===== src/rtl/vga_layer_mixer_pkg.sv =====
// Shared types for the VGA layer mixer: RGB struct, fade FSM states, NONE-layer encoding.
package vga_mixer_pkg;

    typedef struct packed {
        logic [7:0] r;
        logic [7:0] g;
        logic [7:0] b;
    } rgb_t;

    typedef enum logic [1:0] {
        STEADY   = 2'd0,
        FADE_OUT = 2'd1,
        FADE_IN  = 2'd2
    } fade_state_e;

    localparam rgb_t BG_DEFAULT = 24'h6BE9F2;

    // "No layer" is encoded as the first index past the last real layer.
    function automatic int unsigned layer_none(input int unsigned n_layers);
        return n_layers;
    endfunction

endpackage


===== src/rtl/vga_layer_mixer_if.sv =====
// Timing-generator/layer inputs and VGA outputs of the layer mixer.
// master = timing/layer source side, slave = mixer.
interface vga_layer_mixer_if #(
    parameter int unsigned N_LAYERS = 2,
    parameter int unsigned COLR_W   = 8
);
    localparam int unsigned SEL_W = $clog2(N_LAYERS + 1);

    logic                         i_hsync;
    logic                         i_vsync;
    logic                         i_de;
    logic                         i_frame;
    logic [N_LAYERS-1:0]          i_processing;
    logic [N_LAYERS-1:0]          i_drawing;
    logic [N_LAYERS*3*COLR_W-1:0] i_colr;
    logic                         vga_hsync;
    logic                         vga_vsync;
    logic                         vga_blank_n;
    logic                         vga_sync_n;
    logic [COLR_W-1:0]            vga_r;
    logic [COLR_W-1:0]            vga_g;
    logic [COLR_W-1:0]            vga_b;
    logic [SEL_W-1:0]             o_shown_layer;
    logic                         o_fading;

    modport master (
        output i_hsync, i_vsync, i_de, i_frame, i_processing, i_drawing, i_colr,
        input  vga_hsync, vga_vsync, vga_blank_n, vga_sync_n, vga_r, vga_g, vga_b,
               o_shown_layer, o_fading
    );

    modport slave (
        input  i_hsync, i_vsync, i_de, i_frame, i_processing, i_drawing, i_colr,
        output vga_hsync, vga_vsync, vga_blank_n, vga_sync_n, vga_r, vga_g, vga_b,
               o_shown_layer, o_fading
    );

endinterface


===== src/rtl/vga_layer_mixer_fade_scaler.sv =====
// Pipeline stage 2: registered per-channel brightness scaling, out = (c * level) >> log2(FADE_FRAMES).
module vga_fade_scaler #(
    parameter int unsigned COLR_W      = 8,
    parameter int unsigned FADE_FRAMES = 16
) (
    input  logic                              clk,
    input  logic                              rst,
    input  logic [3*COLR_W-1:0]               colr,
    input  logic [$clog2(FADE_FRAMES):0]      level,
    output logic [3*COLR_W-1:0]               scaled
);
    localparam int unsigned SH = $clog2(FADE_FRAMES);
    localparam int unsigned PW = COLR_W + SH + 1;

    always_ff @(posedge clk or posedge rst) begin
        if (rst) begin
            scaled <= '0;
        end else begin
            for (int unsigned ch = 0; ch < 3; ch++) begin
                scaled[ch*COLR_W +: COLR_W] <=
                    COLR_W'((PW'(colr[ch*COLR_W +: COLR_W]) * PW'(level)) >> SH);
            end
        end
    end

endmodule


===== src/rtl/vga_layer_mixer.sv =====
// N-layer priority compositor with frame-counted cross-fade and a fixed 3-stage VGA output pipeline.
// Optional feature macro: MIXER_FADE_EN (fade FSM + scaler); undefined gives an instant switch.
module vga_layer_mixer
    import vga_mixer_pkg::*;
#(
    parameter int unsigned         N_LAYERS    = 2,
    parameter int unsigned         COLR_W      = 8,
    parameter logic [3*COLR_W-1:0] BG_COLR     = BG_DEFAULT,
    parameter int unsigned         FADE_FRAMES = 16
) (
    input logic              i_clk_pix,
    input logic              i_rst,
    vga_layer_mixer_if.slave bus
);
    localparam int unsigned      SEL_W = $clog2(N_LAYERS + 1);
    localparam int unsigned      CW    = 3 * COLR_W;
    localparam logic [SEL_W-1:0] NONE  = SEL_W'(layer_none(N_LAYERS));

    logic [SEL_W-1:0] req;
    logic [SEL_W-1:0] shown;
    logic             found;
    logic [CW-1:0]    pix;
    logic             hs1, vs1, de1, hs2, vs2, de2;
    logic [CW-1:0]    c1, c2;

    always_comb begin
        req   = NONE;
        found = 1'b0;
        for (int unsigned i = 0; i < N_LAYERS; i++) begin
            if (!found && bus.i_processing[i]) begin
                req   = SEL_W'(i);
                found = 1'b1;
            end
        end
    end

    always_comb begin
        pix = BG_COLR;
        for (int unsigned i = 0; i < N_LAYERS; i++) begin
            if (shown == SEL_W'(i) && bus.i_drawing[i]) pix = bus.i_colr[i*CW +: CW];
        end
    end

`ifdef MIXER_FADE_EN
    localparam int unsigned      LVL_W = $clog2(FADE_FRAMES) + 1;
    localparam logic [LVL_W-1:0] FULL  = LVL_W'(FADE_FRAMES);

    fade_state_e      state;
    logic [LVL_W-1:0] level, l1;

    // Leaving STEADY already takes the first step down, so a full switch spans 2*FADE_FRAMES pulses.
    always_ff @(posedge i_clk_pix or posedge i_rst) begin
        if (i_rst) begin
            state <= STEADY;
            level <= FULL;
            shown <= NONE;
        end else if (bus.i_frame) begin
            unique case (state)
                STEADY: begin
                    if (req != shown) begin
                        state <= FADE_OUT;
                        level <= level - LVL_W'(1);
                    end
                end
                FADE_OUT: begin
                    if (req == shown) begin
                        state <= FADE_IN;
                    end else if (level <= LVL_W'(1)) begin
                        level <= '0;
                        shown <= req;
                        state <= FADE_IN;
                    end else begin
                        level <= level - LVL_W'(1);
                    end
                end
                FADE_IN: begin
                    if (req != shown) begin
                        state <= FADE_OUT;
                    end else if (level >= FULL - LVL_W'(1)) begin
                        level <= FULL;
                        state <= STEADY;
                    end else begin
                        level <= level + LVL_W'(1);
                    end
                end
                default: state <= STEADY;
            endcase
        end
    end

    // Level travels with the pixel through stage 1 so a frame-edge change lands on the next pixel.
    always_ff @(posedge i_clk_pix or posedge i_rst) begin
        if (i_rst) l1 <= FULL;
        else       l1 <= level;
    end

    vga_fade_scaler #(
        .COLR_W      (COLR_W),
        .FADE_FRAMES (FADE_FRAMES)
    ) u_scaler (
        .clk    (i_clk_pix),
        .rst    (i_rst),
        .colr   (c1),
        .level  (l1),
        .scaled (c2)
    );

    assign bus.o_fading = (state != STEADY);
`else
    always_ff @(posedge i_clk_pix or posedge i_rst) begin
        if (i_rst)              shown <= NONE;
        else if (bus.i_frame)   shown <= req;
    end

    always_ff @(posedge i_clk_pix or posedge i_rst) begin
        if (i_rst) c2 <= '0;
        else       c2 <= c1;
    end

    assign bus.o_fading = 1'b0;
`endif

    assign bus.o_shown_layer = shown;
    assign bus.vga_sync_n    = 1'b1;

    always_ff @(posedge i_clk_pix or posedge i_rst) begin
        if (i_rst) begin
            hs1 <= 1'b0; vs1 <= 1'b0; de1 <= 1'b0; c1 <= '0;
            hs2 <= 1'b0; vs2 <= 1'b0; de2 <= 1'b0;
            bus.vga_hsync   <= 1'b0;
            bus.vga_vsync   <= 1'b0;
            bus.vga_blank_n <= 1'b0;
            bus.vga_r       <= '0;
            bus.vga_g       <= '0;
            bus.vga_b       <= '0;
        end else begin
            hs1 <= bus.i_hsync;
            vs1 <= bus.i_vsync;
            de1 <= bus.i_de;
            c1  <= bus.i_de ? pix : '0;
            hs2 <= hs1;
            vs2 <= vs1;
            de2 <= de1;
            bus.vga_hsync   <= hs2;
            bus.vga_vsync   <= vs2;
            bus.vga_blank_n <= de2;
            bus.vga_r       <= c2[CW-1 -: COLR_W];
            bus.vga_g       <= c2[2*COLR_W-1 -: COLR_W];
            bus.vga_b       <= c2[COLR_W-1:0];
        end
    end

endmodule


===== src/flat_wrapper.sv =====
// flat-port wrapper written by rule: the top's interface ports become plain ports
module vga_layer_mixer_flat import vga_mixer_pkg::*;
#(
    parameter int unsigned         N_LAYERS    = 2,
    parameter int unsigned         COLR_W      = 8,
    parameter logic [3*COLR_W-1:0] BG_COLR     = BG_DEFAULT,
    parameter int unsigned         FADE_FRAMES = 16
)
  (i_clk_pix, i_rst, bus_i_hsync, bus_i_vsync, bus_i_de, bus_i_frame, bus_i_processing, bus_i_drawing, bus_i_colr, bus_vga_hsync, bus_vga_vsync, bus_vga_blank_n, bus_vga_sync_n, bus_vga_r, bus_vga_g, bus_vga_b, bus_o_shown_layer, bus_o_fading);
  vga_layer_mixer_if #(.N_LAYERS(N_LAYERS), .COLR_W(COLR_W)) bus_i ();
  input logic i_clk_pix;
  input logic i_rst;
  input wire logic [$bits(bus_i.i_hsync)-1:0] bus_i_hsync;
  input wire logic [$bits(bus_i.i_vsync)-1:0] bus_i_vsync;
  input wire logic [$bits(bus_i.i_de)-1:0] bus_i_de;
  input wire logic [$bits(bus_i.i_frame)-1:0] bus_i_frame;
  input wire logic [$bits(bus_i.i_processing)-1:0] bus_i_processing;
  input wire logic [$bits(bus_i.i_drawing)-1:0] bus_i_drawing;
  input wire logic [$bits(bus_i.i_colr)-1:0] bus_i_colr;
  output wire logic [$bits(bus_i.vga_hsync)-1:0] bus_vga_hsync;
  output wire logic [$bits(bus_i.vga_vsync)-1:0] bus_vga_vsync;
  output wire logic [$bits(bus_i.vga_blank_n)-1:0] bus_vga_blank_n;
  output wire logic [$bits(bus_i.vga_sync_n)-1:0] bus_vga_sync_n;
  output wire logic [$bits(bus_i.vga_r)-1:0] bus_vga_r;
  output wire logic [$bits(bus_i.vga_g)-1:0] bus_vga_g;
  output wire logic [$bits(bus_i.vga_b)-1:0] bus_vga_b;
  output wire logic [$bits(bus_i.o_shown_layer)-1:0] bus_o_shown_layer;
  output wire logic [$bits(bus_i.o_fading)-1:0] bus_o_fading;
  assign bus_i.i_hsync = bus_i_hsync;
  assign bus_i.i_vsync = bus_i_vsync;
  assign bus_i.i_de = bus_i_de;
  assign bus_i.i_frame = bus_i_frame;
  assign bus_i.i_processing = bus_i_processing;
  assign bus_i.i_drawing = bus_i_drawing;
  assign bus_i.i_colr = bus_i_colr;
  assign bus_vga_hsync = bus_i.vga_hsync;
  assign bus_vga_vsync = bus_i.vga_vsync;
  assign bus_vga_blank_n = bus_i.vga_blank_n;
  assign bus_vga_sync_n = bus_i.vga_sync_n;
  assign bus_vga_r = bus_i.vga_r;
  assign bus_vga_g = bus_i.vga_g;
  assign bus_vga_b = bus_i.vga_b;
  assign bus_o_shown_layer = bus_i.o_shown_layer;
  assign bus_o_fading = bus_i.o_fading;
  vga_layer_mixer #(.N_LAYERS(N_LAYERS), .COLR_W(COLR_W), .BG_COLR(BG_COLR), .FADE_FRAMES(FADE_FRAMES)) u_core (.i_clk_pix(i_clk_pix), .i_rst(i_rst), .bus(bus_i));
endmodule

===== config.mk =====
export PLATFORM = sky130hd
export DESIGN_NAME = vga_layer_mixer_flat
export DESIGN_NICKNAME = d
export VERILOG_FILES = /design/src/rtl/vga_layer_mixer_pkg.sv /design/src/rtl/vga_layer_mixer_if.sv /design/src/rtl/vga_layer_mixer_fade_scaler.sv /design/src/rtl/vga_layer_mixer.sv /design/src/flat_wrapper.sv
export SDC_FILE = /design/constraint.sdc
export NUM_CORES = 1
export LEC_CHECK = 0
export ABC_AREA = 1
export ABC_CLOCK_PERIOD_IN_PS = 2520
export BUFFER_PORTS_ARGS = -buffer_cell sky130_fd_sc_hd__buf_2
export CAP_MARGIN = 5
export CORE_ASPECT_RATIO = 1.2
export CORE_UTILIZATION = 51
export CTS_BUF_LIST = sky130_fd_sc_hd__clkbuf_8
export CTS_CLUSTER_DIAMETER = 60
export DETAILED_ROUTE_END_ITERATION = 8
export GPL_TIMING_DRIVEN = 1
export HOLD_SLACK_MARGIN = 0.06
export PLACE_DENSITY = 0.81
export SYNTH_ARGS = -nofsm -noshare
export SYNTH_HDL_FRONTEND = slang
export SYNTH_HIERARCHICAL = 1
export SYNTH_SLANG_ARGS = --single-unit
export TNS_END_PERCENT = 100

===== constraint.sdc =====
create_clock -name i_clk_pix -period 2.52 [get_ports i_clk_pix]
set_input_delay 0.126 -clock i_clk_pix [delete_from_list [all_inputs] [get_ports i_clk_pix]]
set_output_delay 0.126 -clock i_clk_pix [all_outputs]
set_load 0.01 [all_outputs]

==> impl_metrics.csv <==
group,metric,value,unit
detailed_routing,vias_per_cell,4.67,
placed_design,placed_area,3120,µm²
placed_design,place_ws,1.16,ns
power_and_ir_drop,vdd_ir_drop_max,364,µV
timing,hold-worst-slack,0.0731,ns
synthesis,avgSynthCellArea,12.7,µm²
global_routing,use_met3,5.06,%
floorplan,ios,89,
finish,multiInputGateArea,444,µm²
finish,syn_to_final_growth,38.6,%
detailed_routing,drcViolationCount,0,
finish,ff_latch_area,2080,µm²
setup_path,critPathMaxStageDelay,0.61,ns
synthesis,syn_inst,209,
synthesis,ys_types,20,
finish,fin_nets,388,
synthesis,yosys_warnings,6,
setup_path,cp_data_arrival_time,2.00,ns
timing,setup-tns-final,0,ns
setup_path,cp_cell_sequence,"clkinv_1 > nand4_1 > a21oi_1 > dlygate4sd3_1",
clocking,numCtsBuffers,9,
synthesis,synth_most_common_cell,"dfrtp_1",
setup_path,critPathMaxFanout,10,
detailed_routing,final_antenna_net_count,0,
global_routing,grt_pass1_vias,1837,
clocking,root_buffer,"clkbuf_8",
detailed_routing,dr.pass1.iters,6,
setup_path,ff2ff_path_depth,4,
timing,finalClockSkew,0.0109,ns
finish,antennaDiodeCount,0,
floorplan,die-width,67.9,µm
floorplan,core_area,4970,µm²
power_and_ir_drop,power.switching,0.612,mW
power_and_ir_drop,p_total,2.86,mW
power_and_ir_drop,clock_power_share,40.8,%
floorplan,dieArea,5510,µm²
setup_path,startpoint_type,"register",
setup_path,worst_r2r_endpoint,"u_core/c1[12]",
synthesis,yosysTopAreaCell,"dfrtp_1",
global_routing,antenna_found_initial,0,
global_routing,top_usage_layer,"met2",
synthesis,ys_seq_elements,83,
floorplan,fp-row-count,28,
job,cap_viol_max_count,0,
global_routing,grt_first_pass_wirelength,7.98,mm
clocking,cts_tree,"built",
outcome,status,"finished, final reports clean",
synthesis,synthTopCellsByCount,"dfrtp_1 (82), nand2_1 (31), nor2_1 (28)",
placed_design,place_congestion,0.848,
timing,min_period,1.79,ns
clocking,cts_sinks,83,
setup_path,worst-setup-path-type,"reg -> reg",
finish,finalInstanceArea,3690,µm²
setup_path,r2r_slack,0.73,ns
timing,hold_viol,0,
timing,worst_slack,0.734,ns
timing,clock.fmax,560,MHz
clocking,post-cts-setup-buffer-count,0,
global_routing,gr-usage-met1,24.0,%
global_routing,overflow,0,
synthesis,synth_edf_count,0,
global_routing,grt_usage,20.7,%
setup_path,rr_startpoint,"u_core/bus.o_shown_layer[1]",
setup_path,crit_end,"u_core/c1[12]",
setup_path,cp_slowest_cell,"dfstp_2",
timing,setup_viol,0,
setup_path,worst_ep_required_time,2.74,ns
finish,instances_no_fill,395,
synthesis,ys.flop_type,"dfrtp_1",
finish,final_core_util,74.1,%
detailed_routing,wl_per_cell,12.7,µm
clocking,post_cts_resized,0,
placed_design,dp_cells,348,
synthesis,synth_nets,267,
synthesis,synth_top_area_share,77.1,%
finish,fillCellCount,329,
synthesis,synth-seq-area-share,78.1,%
timing,report.final.slew_viol_count,0,
timing,rsz0062_at_grt,"false",
setup_path,crit_start,"u_core/bus.o_shown_layer[1]",
clocking,cts.path.max_buffers,2,
placed_design,post-dp-hpwl,3.11,mm
floorplan,die_h,81.1,µm
power_and_ir_drop,power_leakage,1.96,nW
setup_path,cp-end-kind,"register",
detailed_routing,drt_iter0_drc,109,
power_and_ir_drop,seqPwrFrac,50.7,%
detailed_routing,drt-total-wl,5.02,mm
power_and_ir_drop,p_comb_share,8.6,%
global_routing,met2_usage,34.6,%
clocking,clk_pin_slew_worst_paths,0.08,ns
power_and_ir_drop,p_sw_share,21.4,%
power_and_ir_drop,power.internal,2.25,mW
synthesis,ys_async_sr_fraction,100,%
floorplan,start_util,53.5,%
hold_path,hold_path_class,"in -> reg",
clocking,cts.htree.levels,3,
global_routing,grt_max_degree,31,
synthesis,synth_area_leaders,"dfrtp_1 (77%), nand2_1 (4.4%), nor2_1 (3.9%), inv_1 (2.5%), nand4_1 (2.1%)",
synthesis,synthesis.area,2660,µm²
finish,final_layout_size_suffix_gt1_share,33.4,%
power_and_ir_drop,powerDensity,776,nW/µm²
clocking,postCtsHoldBufs,31,
detailed_routing,num_vias,1846,
clocking,clk_latency,0.34,ns
timing,timing.final.crit_share,70.9,%
placed_design,port-buffer-count,86,
-- per-layer routing --
metal	vias to the layer above	wire, µm
li1	882	-
met4	0	155
met2	81	2620
met5	-	0
met3	17	264
met1	866	1980
-- worst min path at each step --
stage | start | endpoint | slack (ns) | cells after the start
4_1_cts | bus_i_colr[2] | u_core/c1[2] | 0.06 | 3
6_report | bus_i_colr[28] | u_core/c1[4] | 0.07 | 5
3_3_place_gp | i_rst | u_core/bus.vga_vsync | 0.16 | 2
3_5_place_dp | i_rst | u_core/bus.vga_vsync | 0.16 | 2
2_1_floorplan | bus_i_de | u_core/de1 | 0.16 | 0
5_1_grt | bus_i_colr[41] | u_core/c1[17] | 0.08 | 5
-- cell usage in the layout, fill, tap and decap left out --
| cell type | n |
|---|---|
| dfrtp_1 | 82 |
| nor2_2 | 2 |
| clkinv_4 | 1 |
| clkinv_2 | 1 |
| inv_1 | 17 |
| bufinv_16 | 3 |
| inv_6 | 1 |
| nand3_1 | 10 |
| clkinv_1 | 2 |
| a21oi_1 | 9 |
| nand4_1 | 9 |
| o21ai_0 | 1 |
| nor2_4 | 2 |
| dlygate4sd3_1 | 31 |
| nand2_1 | 31 |
| buf_4 | 2 |
| clkbuf_8 | 11 |
| dfstp_2 | 1 |
| buf_2 | 86 |
| nand2_4 | 1 |
| conb_1 | 2 |
| nor2_1 | 28 |
| o22ai_1 | 1 |
| nand2_2 | 1 |
-- cell families (layout without fill, tap and decap cells) --
family | count (synthesis) | count (layout) | share of synthesized area [%]
flip-flops | 83 | 83 | 78.1
buffers and inverters | 29 | 155 | 5.22
AO/OA/AOI/OAI | 11 | 11 | 2.12
other | 2 | 2 | 0.282
AND/OR/NAND/NOR | 84 | 84 | 14.3
-- area by class of cell --
type,count,area share [%]
Inverter,20,2.07
Multi-Input combinational cell,97,12.0
Clock inverter,5,2.92
Timing Repair Buffer,119,20.5
Clock buffer,11,4.10
Tap cell,60,2.04
Sequential cell,83,56.3
-- registers in the layout (all words and copies together) (netlist names) --
signal / cells
u_core/c1: 24
u_core/bus.vga_r: 8
u_core/bus.vga_blank_n: 1
u_core/hs2: 1
u_core/bus.o_shown_layer: 2
u_core/de2: 1
u_core/c2: 24
u_core/bus.vga_g: 8
u_core/vs1: 1
u_core/vs2: 1
u_core/bus.vga_b: 8
u_core/de1: 1
u_core/bus.vga_hsync: 1
u_core/bus.vga_vsync: 1
u_core/hs1: 1
-- worst max-delay path, delay by kind of cell, from the launching register on --
family | cells | cell delay, ns
buffers and inverters | 2 | 0.83
flip-flops | 1 | 0.61
AND/OR/NAND/NOR | 1 | 0.15
AO/OA/AOI/OAI | 1 | 0.08
-- power by group through the flow --
stage / Sequential [mW] / Clock, mW / Combinational (mW)
floorplan: 1.49 / 0 / 0.0993
global placement: 1.47 / 0 / 0.201
detailed placement: 1.48 / 0 / 0.205
CTS: 1.45 / 1.18 / 0.243
global route: 1.46 / 1.25 / 0.275
finish: 1.45 / 1.17 / 0.246
(Power assumes the default switching activity.)
